<file path="config.mk">
export PLATFORM = sky130hd
export DESIGN_NAME = cs_result_buffer
export DESIGN_NICKNAME = d
export VERILOG_FILES = /design/src/rtl/cs_result_buffer.sv
export SDC_FILE = /design/constraint.sdc
export NUM_CORES = 1
export LEC_CHECK = 0
export BUFFER_PORTS_ARGS = -buffer_cell sky130_fd_sc_hd__buf_4
export CAP_MARGIN = 20
export CORE_MARGIN = 1.5
export CORE_UTILIZATION = 38
export CTS_CLUSTER_SIZE = 8
export DETAILED_ROUTE_END_ITERATION = 7
export PLACE_DENSITY_LB_ADDON = 0.3
export SYNTH_ARGS = -nofsm -noshare
export SYNTH_HDL_FRONTEND = slang
export SYNTH_SLANG_ARGS = --single-unit
</file>
<file path="constraint.sdc">
create_clock -name clk -period 3.22 [get_ports clk]
set_clock_uncertainty 0.1 [all_clocks]
set_input_delay 0.322 -clock clk [delete_from_list [all_inputs] [get_ports clk]]
set_output_delay 0.322 -clock clk [all_outputs]
set_load 0.02 [all_outputs]
</file>
<file path="src/rtl/cs_result_buffer.sv">
// Result buffer for the CS 10-bit Y stream: drops warm-up samples, queues valid results
// in a small FIFO with a registered head, and tracks peak, occupancy and overflow.
module cs_result_buffer #(
   parameter int DEPTH  = 8,
   parameter int AW     = 3,
   parameter int WARMUP = 8
) (
   input  logic          clk,
   input  logic          reset,
   input  logic [9:0]    Y,
   input  logic          y_en,
   output logic [9:0]    dout,
   output logic          dout_valid,
   input  logic          dout_ready,
   output logic [AW:0]   count,
   output logic [9:0]    peak,
   output logic          ovf,
   output logic          warm
);

   localparam int              WCW       = (WARMUP < 2) ? 1 : $clog2(WARMUP + 1);
   localparam logic [AW:0]     FULL_CNT  = (AW + 1)'(DEPTH);
   localparam logic [WCW-1:0]  WARM_LAST = WCW'(WARMUP - 1);

   logic [9:0]     mem [DEPTH];
   logic [AW-1:0]  wr_ptr;
   logic [AW-1:0]  rd_ptr;
   logic [AW-1:0]  rd_next;
   logic [WCW-1:0] warm_cnt;
   logic           full;
   logic           push;
   logic           pop;
   logic           drop;
   logic [AW:0]    count_next;
   logic [9:0]     head_next;

   // NOTE: every signal written here gets a default first, so no path can infer a latch.
   always_comb begin
      full       = (count == FULL_CNT);
      pop        = dout_valid && dout_ready;
      push       = y_en && !warm && (!full || pop);
      drop       = y_en && !warm && full && !pop;
      count_next = count;
      if (push && !pop)
         count_next = count + 1'b1;
      else if (pop && !push)
         count_next = count - 1'b1;
      rd_next   = pop ? rd_ptr + 1'b1 : rd_ptr;
      // The next head is the incoming sample when it lands in the slot the head moves to.
      head_next = (push && (wr_ptr == rd_next)) ? Y : mem[rd_next];
   end

   // NOTE: the storage array has no reset; the pointers and count alone define what is valid.
   always_ff @(posedge clk) begin
      if (push)
         mem[wr_ptr] <= Y;
   end

   // NOTE: all sequential state uses non-blocking assignments so every update sees pre-edge values.
   always_ff @(posedge clk) begin
      if (!reset) begin
         wr_ptr     <= '0;
         rd_ptr     <= '0;
         count      <= '0;
         dout_valid <= 1'b0;
         dout       <= '0;
         peak       <= '0;
         ovf        <= 1'b0;
         warm       <= 1'b1;
         warm_cnt   <= '0;
      end else begin
         if (warm && y_en) begin
            warm_cnt <= warm_cnt + 1'b1;
            if (warm_cnt == WARM_LAST)
               warm <= 1'b0;
         end
         if (push) begin
            wr_ptr <= wr_ptr + 1'b1;
            if (Y > peak)
               peak <= Y;
         end
         rd_ptr     <= rd_next;
         count      <= count_next;
         dout_valid <= (count_next != '0);
         if (count_next != '0)
            dout <= head_next;
         if (drop)
            ovf <= 1'b1;
      end
   end

endmodule

</file>
==> run summary, run 1 <==
* **net count reported at finish** 550
* **final estimated routing congestion in global placement** 0.785
* **cell area reported after detailed placement** 0.00627 mm^2
* **first-pass GRT wire length** 22,000 um
* **Max-cap violations** 0
* **crit path max fanout** 11
* **share of layout cells above drive strength 1** 21.1%
* **Setup Buffers After CTS** 0
* **shortest period the worst path allows** 2640 ps
* **clk sinks** 117
* **GRT Overall Usage** 18.8%
* **delay-heaviest family, CP** simple AND/OR/NAND/NOR gates
* **final wirelength** 13,900 um
* **category of the critical setup timing path** flop to flop
* **post-detailed-route via-to-cell ratio** 5.57
* **Seq/Total Area, Yosys** 54.6%
* **required time of the critical path** 3450 ps
* **largest net degree at the start of global routing** 49
* **residual overflow from global routing** 0
* **antenna violations before repair** 0
* **depth of the CTS H-tree** 4
* **top post-synthesis cells by area** sky130_fd_sc_hd__edfxtp_1, sky130_fd_sc_hd__dfxtp_1, sky130_fd_sc_hd__mux2i_1, sky130_fd_sc_hd__mux4_2, sky130_fd_sc_hd__nand2_1
* **final total power** 4.90 mW
* **Die Width** 126 um
* **power density cells** 713 mW/mm^2
* **number of DRC violations after detailed routing** 0
* **total count of hold-check failures in the final report** 0
* **Worst slew margin** 49.2%
* **via total after detailed routing** 3,986
* **synth unique cells** 47
* **Worst Path Arrival** 2870 ps
* **Fin Setup TNS** 0 ps
* **number of diodes** 0
* **highest-delay cell along the critical path** sky130_fd_sc_hd__or2_2
* **Mapped Cells** 473
* **first-pass iteration count of the detailed router** 6
* **fin crit share** 82.0%
* **antenna violation net count after detailed routing** 0
* **Hold Crit Class** input pin to flop
* **most frequently used flop master after synthesis** sky130_fd_sc_hd__edfxtp_1
* **post-detailed-placement half-perimeter wirelength** 9220 um
* **number of gates resized after CTS** 0
* **Max Fclk** 0.379 GHz
* **LEAKAGE** 2.47 nW
* **growth of design area from synthesis to finish** 19.5%
* **Clk Latency, worst-skew pair** 420 ps
* **Starting Density** 39.3%
* **number of nets produced by synthesis** 503
* **worst-case hold slack** 110 ps
* **cell type with the highest aggregate area in the netlist** sky130_fd_sc_hd__edfxtp_1
* **worst IR drop on VDD** 287 uV
* **first-iteration detailed-routing DRC count** 304
* **I/O pin total** 41
* **CTS Buf Count** 17
* **Worst-Margin Slew** 762 ps
* **share of the synthesized area in the top cell type** 41.8%
* **startpoint kind of the worst setup timing path** flop
* **status** completed
* **final setup violation count** 0
* **RSZ-0062 raised after global routing** false
* **area of the placeable core** 0.0146 mm^2
* **floorplan row count** 44
* **total number of cells along the worst setup path** 8
* **Hold Path Stages** 1
* **Bufs on Longest Clock Path** 2
* **Worst Reg-to-Reg Cells** 8
* **most frequent standard cell in the layout excluding fill and tap cells** sky130_fd_sc_hd__edfxtp_1
* **pins over their slew limit** 0
* **Max stage delay on crit path** 480 ps
* **average instance area after synthesis** 12.2 um^2
* **clock tree from TritonCTS** yes
* **Final Cell Area** 0.00688 mm^2
* **synthesized area** 0.00575 mm^2
* **post-synthesis async set-or-reset flop share** 0%
* **sort of element at the end of the critical path** flop
* **Port Buffer Count** 40
* **vias in the first global route** 3,915
* **commonest cells after routing, fill and taps aside** sky130_fd_sc_hd__edfxtp_1, sky130_fd_sc_hd__buf_4, sky130_fd_sc_hd__nand2_1
* **number of synthesized flops with an enable pin** 80
* **detailed-route wire length per cell** 19.4 um
* **clock tree root driver cell** sky130_fd_sc_hd__clkbuf_16
* **buffers and inverters on the worst path** 1
* **floorplan die area** 0.0159 mm^2
* **number of synthesized register bits** 117
* **list of cells traversed by the critical path** inv_1 -> ha_1 -> nand3b_1 -> a211oi_1 -> nor3_1 -> o21ai_1 -> or2_2 -> a311oi_1
* **warning count from the yosys run** 0
* **clock transition time at the flip-flop clock pins of the worst setup and hold paths** 50 ps
* **die height** 126 um
[area by class of cell]
cell class,instances,area [um^2]
fillers,1325,7770
well taps,184,230
repair buffers,58,438
clock buffers,20,437
clock inverters,11,159
flip-flops and latches,117,3150
inverters,14,52.6
multi-input cells,312,2410
[synth_stat cells, types with 4 or more instances]
master,number
sky130_fd_sc_hd__a311oi_1,8
sky130_fd_sc_hd__o21ai_0,6
sky130_fd_sc_hd__a21oi_1,8
sky130_fd_sc_hd__and2_1,4
sky130_fd_sc_hd__edfxtp_1,80
sky130_fd_sc_hd__buf_4,7
sky130_fd_sc_hd__mux4_2,20
sky130_fd_sc_hd__a31oi_1,11
sky130_fd_sc_hd__xor2_1,4
sky130_fd_sc_hd__nor3_1,28
sky130_fd_sc_hd__ha_1,16
sky130_fd_sc_hd__dfxtp_1,37
sky130_fd_sc_hd__xnor2_1,4
sky130_fd_sc_hd__nand3_1,12
sky130_fd_sc_hd__nand2_1,54
sky130_fd_sc_hd__o22ai_1,20
sky130_fd_sc_hd__mux2i_1,51
sky130_fd_sc_hd__nor2_1,26
sky130_fd_sc_hd__clkbuf_1,13
sky130_fd_sc_hd__buf_2,8
sky130_fd_sc_hd__inv_1,13
sky130_fd_sc_hd__a211oi_1,4
[layer usage]
metal | vias to the layer above | track usage (%) | wire length [um]
met2 | 91 | 30.1 | 6900
li1 | 1892 | - | -
met1 | 1984 | 24.6 | 6000
met3 | 19 | 4.38 | 719
met5 | - | 0 | 0
met4 | 0 | 7.78 | 265
[through the flow]
stage / setup slack (ps) / instances / utilization (%)
floorplan: 355 / 473 / -
global placement: 703 / 684 / 42.8
detailed placement: 612 / 684 / 42.8
CTS: 574 / 716 / 46.9
global route: 320 / 716 / 46.9
finish: 580 / 716 / 46.9
[worst paths after layout]
path | endpoint | slack (ps) | from
max | dout[5]$_SDFFE_PN0P_ | 580 | count[0]$_SDFF_PN0_
min | mem[7][3]$_DFFE_PP_ | 110 | Y[3]
max reg2reg | dout[5]$_SDFFE_PN0P_ | 580 | count[0]$_SDFF_PN0_
min reg2reg | ovf$_SDFFE_PN0P_ | 380 | ovf$_SDFFE_PN0P_
[where the power goes]
part | switching [mW] | internal, mW | total, mW | leakage, nW
sequential | 0.105 | 1.69 | 1.79 | 1.02
combinational | 0.678 | 0.515 | 1.19 | 1.16
clock | 0.639 | 1.28 | 1.92 | 0.289
[state kept, by name, summed over array words and instances (netlist names)]
name        cells
count           4
warm_cnt        4
dout           10
rd_ptr          3
wr_ptr          3
warm            1
dout_valid      1
ovf             1
peak           10
mem            80
[cells by family (layout without fill, tap and decap cells)]
group,after synthesis,in the layout,synth area share (%)
muxes,71,71,16.7
buffers and inverters,44,103,3.63
AOI/OAI and AO/OA,72,72,8.70
and+or+nand+nor,145,145,11.6
adders and majority gates,16,16,3.48
DFF,117,117,54.6
xor gates and xnor gates,8,8,1.22
[what timing repair did]
action                                  in CTS  in global routing
hold buffers                                 1                  0
endpoints found under the hold margin        1                  0
endpoints found under the setup margin       0                  0
(Power assumes the default switching activity.)
==> run 2, diff against run 1 <==
clock period = 2.75 ns   (was 3.22 ns; I/O delays follow)
==> run 2 against run 1 <==
Net effect: sequential share of layout area fell by 0.57 points; via count rose by 2.7%; non-clock buffer count rose by 5; hold slack got worse by 53 ps; core utilization rose by 0.62 points; largest power group unchanged; design area rose by 1.3%; sequential power rose by 16%; total power rose by 18%; combinational power rose by 23%; clock-buffer cell count rose by 8; worst setup slack got worse by 380 ps.
==> run summary, run 2 (synthesized netlist as in run 1, its figures left out) <==
* **clock transition time at the flip-flop clock pins of the worst setup and hold paths** 50 ps
* **final setup violation count** 0
* **area of the placeable core** 0.0146 mm^2
* **clk sinks** 117
* **post-detailed-route via-to-cell ratio** 5.67
* **antenna violation net count after detailed routing** 0
* **final estimated routing congestion in global placement** 0.784
* **sort of element at the end of the critical path** flop
* **category of the critical setup timing path** flop to flop
* **vias in the first global route** 4,128
* **floorplan row count** 44
* **via total after detailed routing** 4,094
* **Port Buffer Count** 40
* **I/O pin total** 41
* **Clk Latency, worst-skew pair** 420 ps
* **Largest Register** mem
* **post-detailed-placement half-perimeter wirelength** 9470 um
* **share of total power in sequential cells** 35.6%
* **utilization after layout** 47.6%
* **most frequent standard cell in the layout excluding fill and tap cells** sky130_fd_sc_hd__edfxtp_1
* **footprint of the flip-flops and latches** 0.00315 mm^2
* **startpoint kind of the worst setup timing path** flop
* **number of fill cells in the layout** 1,301
* **Worst slew margin** 56.9%
* **floorplan die area** 0.0159 mm^2
* **NetSw** 1.69 mW
* **GRT Overall Usage** 19.0%
* **CTS Buf Count** 17
* **Max-cap violations** 0
* **reg-to-reg endpoint** dout[0]$_SDFFE_PN0P_
* **internal cell power** 4.12 mW
* **clock tree from TritonCTS** yes
* **worst IR drop on VDD** 475 uV
* **clock network fraction of design power** 39.2%
* **switching share of total power** 29.1%
* **status** completed
* **Worst-Margin Slew** 642 ps
* **clock tree root driver cell** sky130_fd_sc_hd__clkbuf_16
* **LEAKAGE** 2.53 nW
* **Die Width** 126 um
* **Worst Path Arrival** 2770 ps
* **Max Fclk** 0.392 GHz
* **number of DRC violations after detailed routing** 0
* **biggest regs** mem x80, dout x10, peak x10
* **shortest period the worst path allows** 2550 ps
* **RSZ-0062 raised after global routing** false
* **crit path max fanout** 12
* **Worst Reg-to-Reg Cells** 8
* **final wirelength** 14,100 um
* **first-pass iteration count of the detailed router** 7
* **detailed-route wire length per cell** 19.5 um
* **Worst Hold End** mem[7][4]$_DFFE_PP_
* **depth of the CTS H-tree** 4
* **number of diodes** 0
* **fin crit share** 92.7%
* **net count reported at finish** 555
* **launching point of the worst reg2reg path** rd_ptr[0]$_SDFF_PN0_
* **Fin Setup TNS** 0 ps
* **first-pass GRT wire length** 22,600 um
* **Hold Path Stages** 1
* **Hold Crit Start** Y[4]
* **area of the multi-input gates** 0.00241 mm^2
* **share of layout cells above drive strength 1** 22.7%
* **antenna violations before repair** 0
* **pins over their slew limit** 0
* **Starting Density** 39.3%
* **total count of hold-check failures in the final report** 0
* **power density cells** 833 mW/mm^2
* **largest net degree at the start of global routing** 63
* **first-iteration detailed-routing DRC count** 305
* **part of the power in combinational logic** 25.2%
* **growth of design area from synthesis to finish** 21.1%
* **reg-to-reg setup timing slack** 200 ps
* **die height** 126 um
* **residual overflow from global routing** 0
* **Bufs on Longest Clock Path** 2
* **max reg flops** 80
* **required time of the critical path** 2970 ps
* **commonest cells after routing, fill and taps aside** sky130_fd_sc_hd__edfxtp_1, sky130_fd_sc_hd__buf_4, sky130_fd_sc_hd__nand2_1
* **Hold Crit Class** input pin to flop
[run 2: cell types whose count changed in the layout (fill, tap and decap cells not counted), sizes merged]
cell	previous run	this run
clkbuf	20	28
clkinv	7	4
clkinvlp	1	0
buf	57	62
inv	13	14
bufinv	4	0
[run 2: final cells by class]
type | instances | share of cell area [%]
Clock inverter | 4 | 0.305
Clock buffer | 28 | 8.80
Multi-Input combinational cell | 312 | 34.6
Sequential cell | 117 | 45.2
Inverter | 14 | 0.754
Tap cell | 184 | 3.31
Timing Repair Buffer | 63 | 7.01
[run 2: through the flow]
step	total power [mW]	area, um^2	setup slack (ps)	hold slack [ps]	cells
2_1_floorplan	3.13	5760	21.0	237	473
4_1_cts	5.84	6960	200	43.6	721
3_3_place_gp	3.53	6310	216	360	688
5_1_grt	6.06	6970	15.4	50.5	722
6_report	5.80	6970	201	57.0	722
3_5_place_dp	3.56	6310	181	367	688
[run 2: routing by layer]
metal	global-route usage [%]	wire (um)
met5	0	0
met2	31.0	6860
met3	4.59	758
met4	9.26	371
met1	23.7	6120
[run 2: power by group through the flow]
stage                     logic, mW  clock network (mW)  registers, mW
after floorplan               0.971                   0           2.16
after global placement         1.43                   0           2.10
after detailed placement       1.46                   0           2.10
after CTS                      1.47                2.30           2.07
after global routing           1.59                2.39           2.08
final                          1.46                2.27           2.07
[run 2: worst max path at each step]
stage                              start              endpoint  slack [ps]  depth (start not counted)
floorplan            count[0]$_SDFF_PN0_   mem[0][0]$_DFFE_PP_          20                          5
finish              rd_ptr[0]$_SDFF_PN0_  dout[0]$_SDFFE_PN0P_         200                          8
global route         count[1]$_SDFF_PN0_  dout[5]$_SDFFE_PN0P_          20                          8
detailed placement                  Y[5]  peak[8]$_SDFFE_PN0P_         180                          8
global placement                    Y[5]  peak[3]$_SDFFE_PN0P_         220                          8
CTS                 rd_ptr[0]$_SDFF_PN0_  dout[6]$_SDFFE_PN0P_         200                          8
[run 2: critical path, cell delays in order, from the launching register on]
cell,delay [ps]
sky130_fd_sc_hd__dfxtp_4,350
sky130_fd_sc_hd__ha_1,300
sky130_fd_sc_hd__buf_4,210
sky130_fd_sc_hd__nand3b_1,470
sky130_fd_sc_hd__o22ai_1,270
sky130_fd_sc_hd__nor3_1,80
sky130_fd_sc_hd__a31oi_1,260
sky130_fd_sc_hd__nand2_1,130
sky130_fd_sc_hd__a311oi_2,280
[run 2: repair_timing]
action	4_1_cts	5_1_grt
endpoints found under the setup margin	0	3
gates resized for setup	0	1
buffers inserted	0	0
hold buffers	1	0
endpoints found under the hold margin	1	0
==> run 3, diff against run 2 <==
REMOVE_ABC_BUFFERS = 1   (was not set)
==> run 3 against run 2 <==
Net effect: total power decreased by 0.87%; maximum frequency up 2.7%; clock-buffer cell count decreased by 8; die area unchanged; non-clock buffer count decreased by 3; sequential share of layout area is 0.30 points higher; clock power barely moved; critical path depth unchanged; worst setup slack improved by 66 ps; combinational power barely moved; core utilization decreased by 0.33 points; first-iteration DRC count shrank 30%; critical path type unchanged; critical endpoint is now mem[6][5]$_DFFE_PP_; highest routed layer unchanged.
==> run summary, run 3 (synthesized netlist as in run 1, its figures left out) <==
* **status** completed
* **most frequent standard cell in the layout excluding fill and tap cells** sky130_fd_sc_hd__edfxtp_1
* **sort of element at the end of the critical path** flop
* **post-placement setup slack** 302 ps
* **residual overflow from global routing** 0
* **power density cells** 832 mW/mm^2
* **number of DRC violations after detailed routing** 0
* **share of layout cells above drive strength 1** 22.2%
* **Max-cap violations** 0
* **number of gates resized after CTS** 0
* **most numerous cell on the critical path** sky130_fd_sc_hd__nor2_1
* **net count reported at finish** 552
* **Layout Cells excl Fill** 719
* **detailed-route wire length per cell** 18.3 um
* **first-pass GRT wire length** 21,700 um
* **number of buffers added to fix hold violations after cts** 1
* **via total after detailed routing** 4,009
* **total count of hold-check failures in the final report** 0
* **highest-delay cell along the critical path** sky130_fd_sc_hd__dfxtp_1
* **GRT Overall Usage** 17.7%
* **post-detailed-placement half-perimeter wirelength** 9150 um
* **commonest cells after routing, fill and taps aside** sky130_fd_sc_hd__edfxtp_1, sky130_fd_sc_hd__buf_4, sky130_fd_sc_hd__nand2_1
* **area of the placeable core** 0.0146 mm^2
* **Worst Path Arrival** 2490 ps
* **Clk Latency, worst-skew pair** 410 ps
* **antenna violations before repair** 0
* **clock tree root driver cell** sky130_fd_sc_hd__clkbuf_16
* **category of the critical setup timing path** flop to flop
* **floorplan row count** 44
* **final worst slack** 267 ps
* **Max Fclk** 0.403 GHz
* **Starting Density** 39.3%
* **final wirelength** 13,200 um
* **startpoint kind of the worst setup timing path** flop
* **post-detailed-route via-to-cell ratio** 5.58
* **final total power** 5.75 mW
* **crit path max fanout** 10
* **Largest Register** mem
* **CTS Buf Count** 17
* **clk sinks** 117
* **die height** 126 um
* **Worst-Margin Slew** 601 ps
* **DP Cell Count** 686
* **RSZ-0062 raised after global routing** false
* **biggest regs** mem x80, dout x10, peak x10
* **pins over their slew limit** 0
* **I/O pin total** 41
* **worst IR drop on VDD** 412 uV
* **required time of the critical path** 2760 ps
* **clock transition time at the flip-flop clock pins of the worst setup and hold paths** 50 ps
* **largest net degree at the start of global routing** 63
* **clock tree from TritonCTS** yes
* **depth of the CTS H-tree** 4
* **fin crit share** 90.3%
* **Port Buffer Count** 40
* **Hold Crit Class** input pin to flop
* **final setup violation count** 0
* **final estimated routing congestion in global placement** 0.796
* **Bufs on Longest Clock Path** 2
* **antenna violation net count after detailed routing** 0
* **max reg flops** 80
* **Setup Buffers After CTS** 0
* **number of diodes** 0
* **growth of design area from synthesis to finish** 20.3%
* **Max stage delay on crit path** 470 ps
* **first-pass iteration count of the detailed router** 4
* **floorplan die area** 0.0159 mm^2
* **Die Width** 126 um
* **LEAKAGE** 2.48 nW
* **list of cells traversed by the critical path** inv_1 -> ha_1 -> nand3b_1 -> nor2_1 -> nor2_1 -> nand2_1 -> nor3b_1 -> buf_4
* **first-iteration detailed-routing DRC count** 212
* **shortest period the worst path allows** 2480 ps
* **vias in the first global route** 4,204
* **Worst slew margin** 59.7%
## run 3: final timing paths
check / slack (ps) / start / end / depth (start not counted)
setup reg to reg: 270 / count[0]$_SDFF_PN0_ / mem[6][5]$_DFFE_PP_ / 8
hold / removal: 50 / Y[1] / mem[7][1]$_DFFE_PP_ / 1
setup / recovery: 270 / count[0]$_SDFF_PN0_ / mem[6][5]$_DFFE_PP_ / 8
hold reg to reg: 380 / ovf$_SDFFE_PN0P_ / ovf$_SDFFE_PN0P_ / 2
## run 3: report_power, final
part / switching [mW] / internal [mW] / leakage, nW
Sequential: 0.106 / 1.97 / 1.02
Clock: 0.775 / 1.47 / 0.288
Combinational: 0.805 / 0.625 / 1.17
Total: 1.69 / 4.07 / 2.48
## run 3: layer usage
metal | wire, um | track usage, %
met1 | 5670 | 22.1
met2 | 6640 | 30.4
met3 | 744 | 3.99
met4 | 136 | 5.95
met5 | 0 | 0
## run 3: layout make-up
class	count	area, um^2
clock inverter	12	153
clock buffer	20	457
inverter	14	52.6
fill	1296	7730
sequential	117	3150
multi-input combinational	312	2410
timing repair buffer	60	465
tap	184	230
## run 3: critical path, delay by kind of cell (launching register included)
kind	cells	cell delay, ps
buf+inv	2	380
fa+ha+maj	1	210
flops	1	470
simple gates	5	1010
## run 3: through the flow
step | cell area (um^2) | TNS (ps) | util, % | hold WS [ps]
floorplan | 5600 | -25220 | - | 237
global placement | 6300 | 0 | 43.0 | 360
detailed placement | 6300 | 0 | 43.0 | 377
CTS | 6920 | 0 | 47.2 | 35.7
global route | 6920 | 0 | 47.2 | 48.0
finish | 6920 | 0 | 47.2 | 46.0
